$ cat config.mk
export PLATFORM = sky130hd
export DESIGN_NAME = axis_pkt_trailer
export DESIGN_NICKNAME = d
export VERILOG_FILES = /design/src/rtl/axis_pkt_pkg.sv /design/src/rtl/axis_out_reg.sv /design/src/rtl/axis_pkt_trailer.sv
export SDC_FILE = /design/constraint.sdc
export NUM_CORES = 1
export LEC_CHECK = 0
export CORE_ASPECT_RATIO = 2
export CORE_MARGIN = 3
export CORE_UTILIZATION = 35
export CTS_BUF_LIST = sky130_fd_sc_hd__clkbuf_4 sky130_fd_sc_hd__clkbuf_8 sky130_fd_sc_hd__clkbuf_16
export DETAILED_ROUTE_END_ITERATION = 12
export PLACE_DENSITY_LB_ADDON = 0.25
export SYNTH_ARGS = -nofsm -noshare
export SYNTH_HDL_FRONTEND = slang
export SYNTH_SLANG_ARGS = --single-unit
$ cat constraint.sdc
create_clock -name clk -period 1.55 [get_ports clk]
set_input_delay 0.31 -clock clk [delete_from_list [all_inputs] [get_ports clk]]
set_output_delay 0.31 -clock clk [all_outputs]
set_load 0.01 [all_outputs]
$ cat src/rtl/axis_pkt_pkg.sv
// Shared types and constants for the packet trailer stage.
// Trailer length depends on PKT_TRAILER_LEN_EN.
package axis_pkt_pkg;

  typedef enum logic [1:0] {
    PASS    = 2'd0,
    TRL_LEN = 2'd1,
    TRL_SUM = 2'd2
  } trl_state_t;

`ifdef PKT_TRAILER_LEN_EN
  localparam int TRL_BEATS = 2;
`else
  localparam int TRL_BEATS = 1;
`endif

endpackage

$ cat src/rtl/axis_out_reg.sv
// Single registered AXI-Stream output stage: {last, data} word plus valid,
// reloaded whenever the slot is empty or being drained this cycle.
module axis_out_reg #(
  parameter int WIDTH = 8
) (
  input  logic             clk,
  input  logic             rst,
  input  logic             load,
  input  logic [WIDTH-1:0] load_data,
  input  logic             load_last,
  output logic             ld,
  output logic             out_valid,
  output logic [WIDTH-1:0] out_data,
  output logic             out_last,
  input  logic             out_ready
);

  logic             valid_reg;
  logic [WIDTH:0]   word_reg;

  assign ld = !valid_reg || out_ready;

  // Without ld the beat on the bus is frozen; data is only overwritten on a load.
  always_ff @(posedge clk) begin
    if (rst) begin
      valid_reg <= 1'b0;
      word_reg  <= '0;
    end else if (ld) begin
      valid_reg <= load;
      if (load) begin
        word_reg <= {load_last, load_data};
      end
    end
  end

  assign out_valid = valid_reg;
  assign out_data  = word_reg[WIDTH-1:0];
  assign out_last  = word_reg[WIDTH];

endmodule

$ cat src/rtl/axis_pkt_trailer.sv
// Forwards packets unchanged and appends trailer beats ({count,} xor-sum).
// Optional length beat enabled by defining PKT_TRAILER_LEN_EN.
module axis_pkt_trailer
  import axis_pkt_pkg::*;
#(
  parameter int WIDTH = 8
) (
  input  logic             clk,
  input  logic             rst,
  input  logic             S_AXIS_TVALID,
  input  logic [WIDTH-1:0] S_AXIS_TDATA,
  input  logic             S_AXIS_TLAST,
  output logic             S_AXIS_TREADY,
  output logic             M_AXIS_TVALID,
  output logic [WIDTH-1:0] M_AXIS_TDATA,
  output logic             M_AXIS_TLAST,
  input  logic             M_AXIS_TREADY,
  output logic             pkt_done
);

  trl_state_t       state_reg, state_next;
  logic [WIDTH-1:0] sum_reg, sum_next;
`ifdef PKT_TRAILER_LEN_EN
  logic [WIDTH-1:0] cnt_reg, cnt_next;
`endif
  logic             ld;
  logic             load;
  logic [WIDTH-1:0] load_data;
  logic             load_last;
  logic             s_hs;
  logic             pkt_done_reg;

  // Upstream is only accepted while passing data, and never during reset.
  assign S_AXIS_TREADY = !rst && ld && (state_reg == PASS);
  assign s_hs          = S_AXIS_TVALID && S_AXIS_TREADY;

  always_comb begin
    state_next = state_reg;
    sum_next   = sum_reg;
`ifdef PKT_TRAILER_LEN_EN
    cnt_next   = cnt_reg;
`endif
    load       = 1'b0;
    load_data  = '0;
    load_last  = 1'b0;
    case (state_reg)
      PASS: begin
        if (s_hs) begin
          load      = 1'b1;
          load_data = S_AXIS_TDATA;
          sum_next  = sum_reg ^ S_AXIS_TDATA;
`ifdef PKT_TRAILER_LEN_EN
          cnt_next  = cnt_reg + WIDTH'(1);
          if (S_AXIS_TLAST) state_next = TRL_LEN;
`else
          if (S_AXIS_TLAST) state_next = TRL_SUM;
`endif
        end
      end
`ifdef PKT_TRAILER_LEN_EN
      TRL_LEN: begin
        if (ld) begin
          load       = 1'b1;
          load_data  = cnt_reg;
          state_next = TRL_SUM;
        end
      end
`endif
      TRL_SUM: begin
        if (ld) begin
          load       = 1'b1;
          load_data  = sum_reg;
          load_last  = 1'b1;
          sum_next   = '0;
`ifdef PKT_TRAILER_LEN_EN
          cnt_next   = '0;
`endif
          state_next = PASS;
        end
      end
      default: state_next = PASS;
    endcase
  end

  always_ff @(posedge clk) begin
    if (rst) begin
      state_reg    <= PASS;
      sum_reg      <= '0;
`ifdef PKT_TRAILER_LEN_EN
      cnt_reg      <= '0;
`endif
      pkt_done_reg <= 1'b0;
    end else begin
      state_reg    <= state_next;
      sum_reg      <= sum_next;
`ifdef PKT_TRAILER_LEN_EN
      cnt_reg      <= cnt_next;
`endif
      pkt_done_reg <= M_AXIS_TVALID && M_AXIS_TREADY && M_AXIS_TLAST;
    end
  end

  assign pkt_done = pkt_done_reg;

  axis_out_reg #(
    .WIDTH(WIDTH)
  ) u_out_reg (
    .clk      (clk),
    .rst      (rst),
    .load     (load),
    .load_data(load_data),
    .load_last(load_last),
    .ld       (ld),
    .out_valid(M_AXIS_TVALID),
    .out_data (M_AXIS_TDATA),
    .out_last (M_AXIS_TLAST),
    .out_ready(M_AXIS_TREADY)
  );

endmodule

==> flow_summary_export.csv <==
group,metric,value,unit
run_status,status,"completed",
min_path,worstHoldStart,"u_out_reg.word_reg[7]$_SDFFE_PP0P_",
cells_and_area,area_growth,34.1,%
setup_path,worstPathRequired,1.74,ns
placed_design,io_buffers,24,
floorplanning,die_h,86.9,um
clock_tree,htreeDepth,1,
sta,clock.fmax,667,MHz
sta,relSlewSlack,72.0,%
routing,via_count,1049,
floorplanning,start_util,37.6,%
sta,worst_pin_slew,0.416,ns
sta,rsz0062_at_grt,"yes",
routing,drt_iter0_markers,29,
routing,via_per_inst,5.58,
logic_synthesis,ys_ff_latch,20,
clock_tree,cts_root_buf,"clkbuf_8",
sta,tns,0,ns
routing,drc,0,
sta,slew_viol_final,0,
logic_synthesis,syn-cell-area,1150,um^2
setup_path,reg2reg_depth,5,
setup_path,path_class,"in2reg",
setup_path,cp-end-kind,"flip-flop",
cells_and_area,fin_cells,188,
grt,grt_remaining_overflow,0,
grt,top_usage_layer,"met2",
floorplanning,row_count,28,
sta,hold_ws,0.485,ns
min_path,whs_path_depth,2,
min_path,min-delay-path-class,"reg2reg",
placed_design,dp_hpwl,1.96,mm
setup_path,r2r_end,"u_out_reg.word_reg[1]$_SDFFE_PP0P_",
routing,wl_per_cell,14.2,um
setup_path,arrival,1.69,ns
sta,fin_crit,1.50,ns
grt,grt_pass1_wl,4.44,mm
logic_synthesis,yosysWarnings,0,
power_and_ir_drop,p_leak,0.599,nW
cells_and_area,drive_gt1_share,25.9,%
sta,skew,0.00108,ns
floorplanning,core_region_area,3050,um^2
routing,detail-route-antenna-nets,0,
logic_synthesis,synth_area_per_cell,9.17,um^2
logic_synthesis,synth_cell_types,30,
clock_tree,clkSlewWorstSetupHoldPaths,0.07,ns
grt,globalRouteMet1Util,17.4,%
routing,wl,2.67,mm
grt,track_usage,14.9,%
logic_synthesis,ys_seq_area_share,34.9,%
setup_path,cp_max_fo,5,
floorplanning,die_area,4040,um^2
floorplanning,ios,25,
clock_tree,clockBufferDepth,2,
cells_and_area,nets,172,
grt,met2_usage,24.6,%
sta,period_share,96.7,%
setup_path,regToRegSetupSlack,0.22,ns
power_and_ir_drop,ir_drop,511,uV
placed_design,dp.cells,182,
sta,setup_violations,0,
clock_tree,clk_latency,0.25,ns
grt,grt_max_degree,29,
cells_and_area,largest_register_ffs,9,
logic_synthesis,syn_inst,125,
clock_tree,cts_tree,"yes",
setup_path,worstReg2RegStart,"u_out_reg.out_valid$_SDFFE_PP0N_",
grt,grt_pass1_vias,993,
power_and_ir_drop,p_per_area,813,nW/um^2
placed_design,gp_congestion,0.719,
clock_tree,cts_buffers,3,
run,cap_violations,0,
grt,use_met3,1.86,%
clock_tree,clock_sinks,20,
sta,hold_viol_final,0,
routing,first_pass_iters,4,
clock_tree,hold_buffers,0,
grt,antenna_found_initial,0,
cells_and_area,insertedDiodeCount,0,
min_path,hold_end,"u_out_reg.word_reg[7]$_SDFFE_PP0P_",
setup_path,crit_path_start_kind,"input pin",
logic_synthesis,synthesis.nets,138,
floorplanning,die_x,46.5,um
==> per-stage QoR <==
stage          instance area [um^2]  total power [mW]  utilization (%)  setup slack, ns
6_report                       1540              1.25             50.4           0.0507
3_3_place_gp                   1460             0.853             47.9           -0.362
4_1_cts                        1530              1.26             50.2          0.00152
2_1_floorplan                  1150             0.740                -            0.191
5_1_grt                        1540              1.32             50.4          -0.0105
3_5_place_dp                   1460             0.862             47.9           -0.369
==> layout make-up <==
| cell class | count | area (um^2) |
|---|---|---|
| inverters | 14 | 55.1 |
| repair buffers | 40 | 362 |
| fillers | 301 | 1510 |
| well taps | 30 | 37.5 |
| clock buffers | 4 | 55.1 |
| multi-input cells | 80 | 627 |
| flip-flops and latches | 20 | 400 |
==> critical path: stages <==
cell and delay (ns):
clkdlybuf4s50_1 0.43, buf_4 0.17, nand2b_1 0.15, buf_4 0.16
a211oi_2 0.25, mux2i_1 0.20
==> cell families (layout without fill, tap and decap cells) <==
group / after synthesis / after routing / share of synthesized area [%]
and+or+nand+nor: 30 / 30 / 16.2
muxes: 8 / 8 / 6.99
AOI/OAI and AO/OA: 42 / 42 / 30.9
buffers and inverters: 25 / 58 / 11.0
DFF: 20 / 20 / 34.9
==> cells in the final DEF, fill, tap and decap left out <==
| cell | n |
|---|---|
| a211o_1 | 1 |
| a211o_2 | 4 |
| a211oi_2 | 8 |
| a21oi_1 | 5 |
| a21oi_2 | 1 |
| a221o_1 | 6 |
| and4b_1 | 1 |
| buf_2 | 1 |
| buf_4 | 15 |
| buf_6 | 1 |
| clkbuf_8 | 4 |
| clkdlybuf4s50_1 | 22 |
| dfxtp_1 | 20 |
| dlymetal6s2s_1 | 1 |
| inv_1 | 13 |
| inv_4 | 1 |
| mux2i_1 | 8 |
| nand2_1 | 3 |
| nand2b_1 | 3 |
| nand4_1 | 1 |
| nor2_1 | 8 |
| nor2_2 | 1 |
| nor2b_1 | 4 |
| nor2b_2 | 1 |
| nor3_2 | 1 |
| nor4_1 | 3 |
| nor4_4 | 1 |
| nor4b_1 | 3 |
| o21ai_0 | 12 |
| o21ai_1 | 2 |
| o21ba_4 | 1 |
| o31a_1 | 1 |
| o32ai_2 | 1 |
==> per-layer routing <==
metal	vias to the layer above	part of all wire, %
met5	-	0
met4	0	1.5
met2	18	53
met1	512	42
met3	2	3.1
li1	517	-
==> how the worst max path moves through the flow <==
| stage | startpoint | endpoint | cells after the start |
|---|---|---|---|
| after global placement | M_AXIS_TREADY | S_AXIS_TREADY | 4 |
| after detailed placement | M_AXIS_TREADY | S_AXIS_TREADY | 4 |
| after CTS | u_out_reg.out_valid$_SDFFE_PP0N_ | M_AXIS_TVALID | 2 |
| after floorplan | u_out_reg.out_valid$_SDFFE_PP0N_ | S_AXIS_TREADY | 4 |
| final | rst | sum_reg[4]$_SDFFE_PP0P_ | 6 |
| after global routing | rst | sum_reg[4]$_SDFFE_PP0P_ | 6 |
==> repair_timing <==
| item | 4_1_cts | 5_1_grt |
|---|---|---|
| resized for setup | 5 | 2 |
| buffers inserted | 2 | 0 |
| endpoints found under the setup margin | 4 | 3 |
| pin swaps | 0 | 1 |
==> power breakdown <==
group / switching (mW) / internal (mW) / leakage, nW / total, mW
Combinational: 0.135 / 0.152 / 0.406 / 0.287
Clock: 0.169 / 0.226 / 0.0288 / 0.395
Sequential: 0.0188 / 0.548 / 0.164 / 0.567
Total: 0.323 / 0.926 / 0.599 / 1.25
==> cell usage after synthesis <==
master | n | area share, %
o21ai_1 | 2 | 0.87
inv_4 | 1 | 0.55
clkbuf_1 | 3 | 0.98
mux2i_1 | 8 | 7.0
nand4_1 | 1 | 0.55
a211o_1 | 1 | 0.76
nor4b_1 | 3 | 2.3
buf_2 | 3 | 1.3
and4b_1 | 1 | 0.87
buf_6 | 2 | 2.0
a221o_1 | 6 | 5.2
a21oi_1 | 5 | 2.2
inv_1 | 13 | 4.3
buf_4 | 3 | 2.0
dfxtp_1 | 20 | 35
a211o_2 | 4 | 3.5
nor4_4 | 1 | 1.9
a21oi_2 | 1 | 0.76
nor2b_1 | 5 | 2.7
nor2_2 | 1 | 0.55
o32ai_2 | 1 | 1.4
nand2b_1 | 3 | 1.6
o31a_1 | 1 | 0.76
nor3_1 | 1 | 0.44
nand2_1 | 3 | 0.98
nor2_1 | 8 | 2.6
a211oi_2 | 8 | 8.7
o21ba_4 | 1 | 1.4
nor4_1 | 3 | 1.6
o21ai_0 | 12 | 5.2
Power figures use the tool's default switching activity.
